## src/rtl/seven_seg_scan_controller_if.sv

```systemverilog
// Load port and display-drive signals of the 4-digit 7-segment scan controller.
// The master drives enable and the load request; the slave (controller) drives the display side.
interface seven_seg_scan_controller_if;
  logic        enable;
  logic        load_valid;
  logic [15:0] load_data;
  logic [3:0]  load_dp;
  logic        load_ready;
  logic [3:0]  anode;
  logic [6:0]  cathode;
  logic        dp;
  logic [1:0]  digit_sel;
  logic        frame_done;

  modport master (
    output enable, load_valid, load_data, load_dp,
    input  load_ready, anode, cathode, dp, digit_sel, frame_done
  );

  modport slave (
    input  enable, load_valid, load_data, load_dp,
    output load_ready, anode, cathode, dp, digit_sel, frame_done
  );
endinterface

```

## src/rtl/seven_seg_scan_controller.sv

```systemverilog
// Time-multiplexed 4-digit common-anode 7-segment driver with per-slot blanking
// and a shadow register that is copied to the display only at frame boundaries.
module seven_seg_scan_controller #(
  parameter int unsigned CLK_DIV      = 100000,
  parameter int unsigned BLANK_CYCLES = 16
) (
  input logic                          clk,
  input logic                          rst_n,
  seven_seg_scan_controller_if.slave   bus
);

  localparam int unsigned   CW        = (CLK_DIV > 1) ? $clog2(CLK_DIV) : 1;
  localparam logic [CW-1:0] CNT_LAST  = CW'(CLK_DIV - 1);
  localparam logic [CW-1:0] CNT_BLANK = CW'(BLANK_CYCLES);
  localparam bit            NO_BLANK  = (BLANK_CYCLES == 0);

  typedef enum logic [1:0] {
    IDLE,
    BLANK,
    DRIVE
  } state_t;

  state_t        state_q, state_d;
  logic [CW-1:0] cnt_q, cnt_d;
  logic [1:0]    digit_q, digit_d;

  logic [15:0]   disp_q, disp_d;
  logic [3:0]    disp_dp_q, disp_dp_d;
  logic [15:0]   shadow_q, shadow_d;
  logic [3:0]    shadow_dp_q, shadow_dp_d;
  logic          pending_q, pending_d;

  logic [3:0]    anode_q, anode_d;
  logic [6:0]    cathode_q, cathode_d;
  logic          dp_q, dp_d;
  logic [1:0]    digit_sel_q, digit_sel_d;
  logic          frame_done_q, frame_done_d;

  logic          slot_end;
  logic          frame_end;
  logic          accept;
  logic [3:0]    nibble;

  function automatic logic [6:0] hex_font(input logic [3:0] n);
    case (n)
      4'h0: hex_font = 7'h40;
      4'h1: hex_font = 7'h79;
      4'h2: hex_font = 7'h24;
      4'h3: hex_font = 7'h30;
      4'h4: hex_font = 7'h19;
      4'h5: hex_font = 7'h12;
      4'h6: hex_font = 7'h02;
      4'h7: hex_font = 7'h78;
      4'h8: hex_font = 7'h00;
      4'h9: hex_font = 7'h10;
      4'hA: hex_font = 7'h08;
      4'hB: hex_font = 7'h03;
      4'hC: hex_font = 7'h46;
      4'hD: hex_font = 7'h21;
      4'hE: hex_font = 7'h06;
      default: hex_font = 7'h0E;
    endcase
  endfunction

  assign slot_end  = (state_q == DRIVE) && (cnt_q == CNT_LAST);
  assign frame_end = slot_end && (digit_q == 2'd3) && bus.enable;
  assign accept    = bus.load_valid && !pending_q;

  // Scan sequencer
  always_comb begin
    state_d = state_q;
    cnt_d   = cnt_q;
    digit_d = digit_q;
    if (!bus.enable) begin
      state_d = IDLE;
      cnt_d   = '0;
      digit_d = '0;
    end else begin
      case (state_q)
        IDLE: begin
          cnt_d   = '0;
          digit_d = '0;
          state_d = NO_BLANK ? DRIVE : BLANK;
        end
        BLANK: begin
          cnt_d = cnt_q + 1'b1;
          if (cnt_d == CNT_BLANK) state_d = DRIVE;
        end
        DRIVE: begin
          if (slot_end) begin
            cnt_d   = '0;
            digit_d = digit_q + 1'b1;
            state_d = NO_BLANK ? DRIVE : BLANK;
          end else begin
            cnt_d = cnt_q + 1'b1;
          end
        end
        default: state_d = IDLE;
      endcase
    end
  end

  // Accept and swap are mutually exclusive: accept needs pending=0, swap needs pending=1.
  always_comb begin
    shadow_d    = shadow_q;
    shadow_dp_d = shadow_dp_q;
    disp_d      = disp_q;
    disp_dp_d   = disp_dp_q;
    pending_d   = pending_q;
    if (pending_q && (frame_end || state_q == IDLE)) begin
      disp_d    = shadow_q;
      disp_dp_d = shadow_dp_q;
      pending_d = 1'b0;
    end
    if (accept) begin
      shadow_d    = bus.load_data;
      shadow_dp_d = bus.load_dp;
      pending_d   = 1'b1;
    end
  end

  always_comb begin
    case (digit_q)
      2'd0:    nibble = disp_q[15:12];
      2'd1:    nibble = disp_q[11:8];
      2'd2:    nibble = disp_q[7:4];
      default: nibble = disp_q[3:0];
    endcase
  end

  // Registered drive reflects the sequencer state before the edge; disabling darkens at once.
  always_comb begin
    anode_d      = '1;
    cathode_d    = '1;
    dp_d         = 1'b1;
    digit_sel_d  = digit_q;
    frame_done_d = frame_end;
    if (!bus.enable) begin
      digit_sel_d = '0;
    end else if (state_q == DRIVE) begin
      anode_d   = ~(4'b1000 >> digit_q);
      cathode_d = hex_font(nibble);
      dp_d      = ~disp_dp_q[2'd3 - digit_q];
    end
  end

  always_ff @(posedge clk or negedge rst_n) begin
    if (!rst_n) begin
      state_q      <= IDLE;
      cnt_q        <= '0;
      digit_q      <= '0;
      disp_q       <= '0;
      disp_dp_q    <= '0;
      shadow_q     <= '0;
      shadow_dp_q  <= '0;
      pending_q    <= 1'b0;
      anode_q      <= '1;
      cathode_q    <= '1;
      dp_q         <= 1'b1;
      digit_sel_q  <= '0;
      frame_done_q <= 1'b0;
    end else begin
      state_q      <= state_d;
      cnt_q        <= cnt_d;
      digit_q      <= digit_d;
      disp_q       <= disp_d;
      disp_dp_q    <= disp_dp_d;
      shadow_q     <= shadow_d;
      shadow_dp_q  <= shadow_dp_d;
      pending_q    <= pending_d;
      anode_q      <= anode_d;
      cathode_q    <= cathode_d;
      dp_q         <= dp_d;
      digit_sel_q  <= digit_sel_d;
      frame_done_q <= frame_done_d;
    end
  end

  assign bus.load_ready = ~pending_q;
  assign bus.anode      = anode_q;
  assign bus.cathode    = cathode_q;
  assign bus.dp         = dp_q;
  assign bus.digit_sel  = digit_sel_q;
  assign bus.frame_done = frame_done_q;

endmodule
```

## src/flat_wrapper.sv

```systemverilog
// flat-port wrapper written by rule: the top's interface ports become plain ports
module seven_seg_scan_controller_flat 
#(
  parameter int unsigned CLK_DIV      = 100000,
  parameter int unsigned BLANK_CYCLES = 16
)
  (clk, rst_n, bus_enable, bus_load_valid, bus_load_data, bus_load_dp, bus_load_ready, bus_anode, bus_cathode, bus_dp, bus_digit_sel, bus_frame_done);
  seven_seg_scan_controller_if bus_i ();
  input logic clk;
  input logic rst_n;
  input wire logic [$bits(bus_i.enable)-1:0] bus_enable;
  input wire logic [$bits(bus_i.load_valid)-1:0] bus_load_valid;
  input wire logic [$bits(bus_i.load_data)-1:0] bus_load_data;
  input wire logic [$bits(bus_i.load_dp)-1:0] bus_load_dp;
  output wire logic [$bits(bus_i.load_ready)-1:0] bus_load_ready;
  output wire logic [$bits(bus_i.anode)-1:0] bus_anode;
  output wire logic [$bits(bus_i.cathode)-1:0] bus_cathode;
  output wire logic [$bits(bus_i.dp)-1:0] bus_dp;
  output wire logic [$bits(bus_i.digit_sel)-1:0] bus_digit_sel;
  output wire logic [$bits(bus_i.frame_done)-1:0] bus_frame_done;
  assign bus_i.enable = bus_enable;
  assign bus_i.load_valid = bus_load_valid;
  assign bus_i.load_data = bus_load_data;
  assign bus_i.load_dp = bus_load_dp;
  assign bus_load_ready = bus_i.load_ready;
  assign bus_anode = bus_i.anode;
  assign bus_cathode = bus_i.cathode;
  assign bus_dp = bus_i.dp;
  assign bus_digit_sel = bus_i.digit_sel;
  assign bus_frame_done = bus_i.frame_done;
  seven_seg_scan_controller #(.CLK_DIV(CLK_DIV), .BLANK_CYCLES(BLANK_CYCLES)) u_core (.clk(clk), .rst_n(rst_n), .bus(bus_i));
endmodule
```

## config.mk

```make
export PLATFORM = sky130hd
export DESIGN_NAME = seven_seg_scan_controller_flat
export DESIGN_NICKNAME = d
export VERILOG_FILES = /design/src/rtl/seven_seg_scan_controller_if.sv /design/src/rtl/seven_seg_scan_controller.sv /design/src/flat_wrapper.sv
export SDC_FILE = /design/constraint.sdc
export NUM_CORES = 1
export LEC_CHECK = 0
export ABC_CLOCK_PERIOD_IN_PS = 4200
export BUFFER_PORTS_ARGS = -buffer_cell sky130_fd_sc_hd__buf_4
export CAP_MARGIN = 40
export CORE_ASPECT_RATIO = 1.75
export CORE_MARGIN = 4
export CORE_UTILIZATION = 30
export CTS_BUF_LIST = sky130_fd_sc_hd__clkbuf_8
export DETAILED_ROUTE_END_ITERATION = 16
export SLEW_MARGIN = 20
export SYNTH_ARGS = -nofsm -noshare
export SYNTH_HDL_FRONTEND = slang
export SYNTH_SLANG_ARGS = --single-unit
```

## constraint.sdc

```tcl
create_clock -name clk -period 4.2 [get_ports clk]
set_input_delay 0.84 -clock clk [delete_from_list [all_inputs] [get_ports clk]]
set_output_delay 0.84 -clock clk [all_outputs]
set_load 0.03 [all_outputs]
```

Word-level counts from Yosys, hierarchy flattened --
Memories as Yosys holds them, arrays and structs flattened. Cells that the tools add are included.
Word-level totals: register bits after elaboration 77, ROM bits 112, input port bits 24, output and inout port bits 16, memories 1
Cells by class: add/sub/neg operators 3, magnitude comparators 1, equality and inequality tests 11, shift-type cells 1, mux-type cells 22, bitwise logic cells 3, reductions and logical operators 12
Memories:
- (name not given) | words 16, width 7, rd ports 1, clocked after Yosys merged registers in 0, write ports 0, line seven_seg_scan_controller.sv:45 | case (n)
Operator list (count):
- $pmux 17 s3 | 1
- $mux 17 | 2
- $add 17x1->17 const B | 1
- $eq 17x17->1 const B | 1
- $eq 17x5->1 const B | 1
- $mux 7 | 2
- $mux 2 | 6
- $pmux 4 s3 | 1
- $mux 4 | 2
- $eq 2x2->1 const B | 3
- $ne 3x2->1 const B | 2
- $pmux 2 s3 | 1
- $logic_and 1x1->1 | 5
- $mux 1 | 5
- $eq 2x1->1 const B | 2
- $logic_not 2->1 | 2
- $ne 4x1->1 const B | 1
- $not 4->4 | 1
- $pmux 2 s2 | 1
- $reduce_and 2->1 | 2
- $shr 4x2->4 const A | 1
- $lt 2x3->1 const B | 1
- $ne 3x1->1 const B | 1
- $add 2x1->2 const B | 1
- 6 further kinds | 7

Depth between registers and ports, before layout --
Gate-level depths: netlist of the first run.
depth after elaboration 8, depth in mapped cells 11, mapped depth without buffers 11

Worst setup path after synthesis of the first run --
No wires, ideal clock.
path kind register -> register, from reg u_core.cnt_q[0], to reg u_core.disp_dp_q[0], library setup time 0.125 ns, data arrival time 2.466 ns, required time 4.075 ns, path slack 1.610 ns, cell stages (with the launch flop) 10, path through dfrtp_1 ha_1 and4_1 clkbuf_1 nand2_1 or4_4 nor2_2 o21a_2 buf_6 mux2_2
Between the ends: longest elaborated chain between the ends 6
Ends and longest elaborated chain:
- start: declaration | line seven_seg_scan_controller.sv:24 | logic [CW-1:0] cnt_q, cnt_d;
- start signal: assignment | line seven_seg_scan_controller.sv:164 | cnt_q <= cnt_d;
- $eq 17x17->1 | line seven_seg_scan_controller.sv:65 | assign slot_end = (state_q == DRIVE) && (cnt_q == CNT_LAST);
- $logic_and 1x1->1 | line seven_seg_scan_controller.sv:65
- $logic_and 1x1->1 (2 in series) | line seven_seg_scan_controller.sv:66 | assign frame_end = slot_end && (digit_q == 2'd3) && bus.enable;
- named net u_core.frame_done_d | line seven_seg_scan_controller.sv:37 | logic frame_done_q, frame_done_d;
- $logic_or 1x1->1 | line seven_seg_scan_controller.sv:110 | if (pending_q && (frame_end || state_q == IDLE)) begin
- $logic_and 1x1->1 | line seven_seg_scan_controller.sv:110
- end signal: assignment | line seven_seg_scan_controller.sv:167 | disp_dp_q <= disp_dp_d;
- end: declaration | line seven_seg_scan_controller.sv:28 | logic [3:0] disp_dp_q, disp_dp_d;
The timed path passes the listed nets, and every way through them passes these cells. A chain may end at the register's enable or synchronous reset.

Worst setup path after layout of the first run --
from reg u_core.cnt_q[0], to reg u_core.disp_q[10]
Between the ends: longest elaborated chain between the ends 6
Ends and longest elaborated chain:
- $eq 17x17->1 | line seven_seg_scan_controller.sv:65
- $logic_and 1x1->1 | line seven_seg_scan_controller.sv:65
- $logic_and 1x1->1 (2 in series) | line seven_seg_scan_controller.sv:66
- named net u_core.frame_done_d | line seven_seg_scan_controller.sv:37
- $logic_or 1x1->1 | line seven_seg_scan_controller.sv:110
- $logic_and 1x1->1 | line seven_seg_scan_controller.sv:110
- end signal: assignment | line seven_seg_scan_controller.sv:166 | disp_q <= disp_d;
- end: declaration | line seven_seg_scan_controller.sv:27 | logic [15:0] disp_q, disp_d;
The timed path passes the listed nets, and every way through them passes these cells.

==> results.yml, run 1 <==
drt:
  num_vias: 2732
  wl_met1_mm: 3.27
  route.met3.wl_um: 361
  drt_iter0_markers: 162
  ant_nets: 0
  drt-vias-per-instance: 4.98
  wl_per_cell_um: 15.2
  dr_wl_met2_mm: 4.54
  routed_wl_mm: 8.36
  firstDrtPassIters: 5
  drc: 0
  route.top_layer_used: "met4"
worst_hold_path:
  hold_path.class: "primary input to async pin"
sta:
  max_slew_margin_pct: 55.4
  finClkSkew_ps: 7.82
  rsz0062_at_grt: "false"
  hold_viol: 0
  min_period_ps: 2930
  period_share_pct: 69.8
  max_freq_ghz: 0.341
  tns_ps: 0
  whs_ps: 414
  worst_slack_ps: 1270
  worstMarginPinSlew_ps: 650
  finalMaxSlewViolations: 0
  setup_viol: 0
synthesis:
  synth.avg_cell_area_sq_um: 11.3
  synth_commonest_cells: "65 x dfrtp_1, 41 x mux2_2, 38 x nand2_1"
  synth.area.top_cells: "dfrtp_1 43%, mux2_2 12%, dfstp_2 8.3%"
  yosysUniqueCellTypes: 54
  yosysMostFrequentCell: "dfrtp_1"
  async_reset_ff_share_pct: 100
  synth.yosys.warnings: 0
  synth_top_area_share_pct: 42.8
  synth_area_leader_cell: "dfrtp_1"
  ys_seq_area_share_pct: 51.1
  synth-seq-cells: 77
  syn_area_sq_mm: 0.00380
  syn_inst: 337
  ys.flop_type: "dfrtp_1"
  synth-edff-count: 0
  syn_nets: 374
critical_path:
  crit_start: "u_core.cnt_q[0]$_DFFE_PN0P_"
  r2r_slack_ps: 1270
  critPathArrivalTime_ps: 3170
  timing.rr.end: "u_core.disp_q[10]$_DFFE_PN0P_"
  crit_slowest_cell: "or4_4"
  start_kind: "register"
  path_cells: "ha_1 -> and4_1 -> nand2_1 -> or4_4 -> nor2_2 -> o21a_2 -> mux2_2"
  r2r_cells: 7
  path_max_fanout: 21
  critical_path_class: "register to register"
  slowest_delay_ps: 600
  worstSetupEndpointType: "register"
  r2r-start: "u_core.cnt_q[0]$_DFFE_PN0P_"
  worstPathRequired_ps: 4440
final_layout:
  ff_latch_area_sq_mm: 0.00194
  post-route-util_pct: 36.0
  area_delta_synth_final_pct: 17.7
  nets: 413
  multi_input_area_sq_mm: 0.00175
  drive_gt1_share_pct: 32.8
  fill_cells: 1259
  num_antenna_cells: 0
  design_area_sq_mm: 0.00448
floorplan:
  rows: 54
  io-pin-count: 40
  initial_core_util_pct: 30.6
  dieArea_sq_mm: 0.0146
  die_x_um: 93.1
  die_y_um: 157
  coreArea_sq_mm: 0.0124
placed_design:
  gp_congestion: 0.825
  dp_hpwl_mm: 6.29
  place_area_sq_mm: 0.00429
  port_buffers: 39
  place_ws_ps: 1290
global_route:
  grt_max_degree: 49
  grt_pass1_vias: 2809
  overflow: 0
  grt_antenna_before_repair: 0
  grt_usage_pct: 12.4
  grt_pass1_wl_mm: 14.2
outcome:
  outcome: "completed"
clock_tree:
  ctsResizeCount: 0
  cts_max_level: 3
  cts_hold_buffers: 0
  cts_tree: "yes"
  cts_sinks: 77
  cts_root_buf: "clkbuf_8"
  insertion_delay_ps: 350
  clk_pin_slew_worst_paths_ps: 80
  post_cts_buffers: 0
  numCtsBuffers: 9
  clk_path_buf_depth: 2
power_and_ir_drop:
  p_per_area_mw_per_mm2: 509
  ir_drop_mv: 0.182
  leakagePower_nw: 1.86
run:
  cap_violations: 0
where the power goes:
part           internal [mW]  total, mW  switching (mW)
registers              0.952       1.07           0.118
logic                  0.366      0.686           0.319
clock network          0.223      0.520           0.297
total                   1.54       2.28           0.735
metrics by stage:
step,std cells,power [mW]
CTS,548,2.31
global placement,529,1.73
global route,549,2.44
floorplan,337,1.59
detailed placement,532,1.78
finish,549,2.28
area by class of cell:
| cell class | count | share of cell area, % |
|---|---|---|
| Clock inverter | 7 | 1.34 |
| Clock buffer | 9 | 2.77 |
| Timing Repair Buffer | 43 | 7.83 |
| Tap cell | 168 | 4.70 |
| Inverter | 12 | 1.01 |
| Sequential cell | 77 | 43.4 |
| Multi-Input combinational cell | 233 | 39.0 |
metal layers:
layer,global-route usage [%],vias up
met5,0,-
met4,5.31,0
met3,2.73,13
met2,22.5,71
met1,13.8,1335
li1,-,1313
flip-flops by register name (all words and copies together) (netlist names), 2 cells and up:
name,cells
u_core.disp_dp_q,4
u_core.digit_q,2
u_core.shadow_dp_q,4
u_core.shadow_q,16
u_core.bus.cathode,7
u_core.cnt_q,17
u_core.disp_q,16
u_core.state_q,2
u_core.bus.anode,4
u_core.bus.digit_sel,2
worst max-delay path: cells and delay by family, from the launching register on:
family	cells	cell delay (ps)
fa+ha+maj	1	260
mux	1	390
flops	1	430
simple gates	4	1290
compound gates	1	450
how the worst max path moves through the flow:
stage | end | slack [ps]
finish | u_core.disp_q[10]$_DFFE_PN0P_ | 1270
CTS | u_core.disp_q[10]$_DFFE_PN0P_ | 1260
global placement | u_core.disp_q[11]$_DFFE_PN0P_ | 1350
detailed placement | u_core.disp_q[8]$_DFFE_PN0P_ | 1290
floorplan | u_core.disp_dp_q[0]$_DFFE_PN0P_ | 1610
global route | u_core.disp_q[8]$_DFFE_PN0P_ | 1090
cell families after synthesis:
logic type                 Yosys count  synth area share, %
adders and majority gates           13                 4.28
and+or+nand+nor                    103                 14.1
muxes                               48                 14.3
buffers and inverters               27                 3.29
DFF                                 77                 51.1
AOI/OAI and AO/OA                   69                 13.0
placed cells by master, fill, tap and decap left out, types with 12 or more instances in the layout:
cell,n
dfrtp_1,65
o21ai_0,12
a21oi_1,13
nor2_1,12
ha_1,13
nand2_1,38
inv_1,12
buf_4,40
mux2_2,41
dfstp_2,12
a31oi_1,14
Note: power is estimated with default switching activity, not from simulation.
==> run 2: changes to the inputs <==
- ABC_CLOCK_PERIOD_IN_PS: 4200 -> 3100
- clock period: 4.2 -> 3.1 ns (I/O delays scaled with it)
==> results.yml, run 2 (synthesized netlist as in run 1, its figures left out) <==
outcome:
  outcome: "completed"
clock_tree:
  cts_tree: "yes"
  clk_pin_slew_worst_paths_ps: 80
  cts_root_buf: "clkbuf_8"
  post_cts_buffers: 0
  ctsResizeCount: 0
  cts_max_level: 3
  cts_sinks: 77
  insertion_delay_ps: 360
  numCtsBuffers: 9
  clk_path_buf_depth: 2
  cts_hold_buffers: 0
final_layout:
  nets: 416
  layout_common_cells: "65 x dfrtp_1, 43 x buf_4, 41 x mux2_2"
  reg.largest.list: "u_core.cnt_q (17), u_core.disp_q (16), u_core.shadow_q (16)"
  top_register: "u_core.cnt_q"
  area_delta_synth_final_pct: 18.5
  drive_gt1_share_pct: 33.1
  largest_reg_flops: 17
  num_antenna_cells: 0
  final_common_cell: "dfrtp_1"
  design_area_sq_mm: 0.00451
  post-route-util_pct: 36.2
global_route:
  grt_pass1_vias: 2721
  top_usage_layer: "met2"
  grtUsageMet1_pct: 13.5
  overflow: 0
  grt_max_degree: 45
  grt_pass1_wl_mm: 13.6
  grt_util_met3_pct: 3.25
  grt_usage_pct: 12.0
  grt_antenna_before_repair: 0
  use_met2_pct: 20.5
critical_path:
  r2r-start: "u_core.cnt_q[5]$_DFFE_PN0P_"
  r2r_slack_ps: 390
  r2r_cells: 6
  worstSetupEndpointType: "register"
  crit_path_end: "u_core.cnt_q[4]$_DFFE_PN0P_"
  worstPathRequired_ps: 3350
  timing.rr.end: "u_core.cnt_q[4]$_DFFE_PN0P_"
  path_max_fanout: 23
  critical_path_class: "register to register"
  critPathArrivalTime_ps: 2960
  crit_start: "u_core.cnt_q[5]$_DFFE_PN0P_"
  start_kind: "register"
sta:
  min_period_ps: 2710
  worstMarginPinSlew_ps: 621
  finalMaxSlewViolations: 0
  period_share_pct: 87.4
  max_slew_margin_pct: 57.4
  rsz0062_at_grt: "false"
  tns_ps: 0
  hold_viol: 0
  max_freq_ghz: 0.369
  finClkSkew_ps: 11.6
  setup_viol: 0
floorplan:
  initial_core_util_pct: 30.6
  die_y_um: 157
  io-pin-count: 40
  rows: 54
  dieArea_sq_mm: 0.0146
  die_x_um: 93.1
  coreArea_sq_mm: 0.0124
drt:
  drt_iter0_markers: 113
  drt-vias-per-instance: 4.99
  num_vias: 2757
  drc: 0
  firstDrtPassIters: 4
  routed_wl_mm: 8.19
  wl_per_cell_um: 14.8
  ant_nets: 0
power_and_ir_drop:
  ir_drop_mv: 0.283
  p_per_area_mw_per_mm2: 696
  leakagePower_nw: 1.88
run:
  cap_violations: 0
placed_design:
  gp_congestion: 0.882
  place_area_sq_mm: 0.00431
  port_buffers: 39
  dp_hpwl_mm: 6.10
worst_hold_path:
  hold_path.class: "primary input to async pin"
-- run 2: cell count changes in the layout (fill, tap and decap cells not counted) --
cell and change:
inv_8 -2, buf_4 +3, inv_1 +1, buf_8 -1, bufinv_16 +1, clkinv_2 +1, buf_16 -1, clkinvlp_4 -1
buf_12 +2
-- run 2: worst max-delay path: stages, from the launching register on --
cell and delay, ps:
dfrtp_1 470, or3_1 410, or3_1 340, o41a_1 480, o211a_1 500, a21o_1 260
a22o_1 170
-- run 2: how the worst min path moves through the flow --
stage                                                    to  slack [ps]  cells after the start
after floorplan           u_core.bus.digit_sel[0]$_DFF_PN0_         320                      0
after global placement      u_core.disp_dp_q[1]$_DFFE_PN0P_         490                      1
after detailed placement  u_core.shadow_dp_q[3]$_DFFE_PN0P_         490                      1
after CTS                       u_core.cnt_q[4]$_DFFE_PN0P_         200                      1
after global routing            u_core.cnt_q[2]$_DFFE_PN0P_         220                      1
final                           u_core.cnt_q[4]$_DFFE_PN0P_         200                      1
-- run 2: per-stage QoR --
stage               hold WS (ps)  instances  setup slack (ps)  power (mW)
finish                       203        552               390        3.14
global route                 223        552               251        3.35
CTS                          203        551               403        3.17
detailed placement           494        535               408        2.42
global placement             487        533               450        2.38
floorplan                    324        337               510        2.16
-- run 2: metal layers --
layer	routed length (um)	part of all wire [%]
met2	4350	53
met4	259	3.2
met3	386	4.7
met1	3200	39
met5	0	0
-- run 2: area by class of cell --
cell class                 count  area, sq um
tap                          168          210
timing repair buffer          46          370
clock inverter                 7         68.8
clock buffer                   9          124
multi-input combinational    233         1750
sequential                    77         1940
fill                        1276         7930
inverter                      12         45.0
-- run 2: report_power, final --
part           total (mW)  internal, mW  leakage (nW)  switching [mW]
sequential           1.45          1.29         0.940           0.158
clock               0.744         0.369         0.100           0.375
combinational       0.944         0.514         0.844           0.430
total                3.14          2.17          1.88           0.963
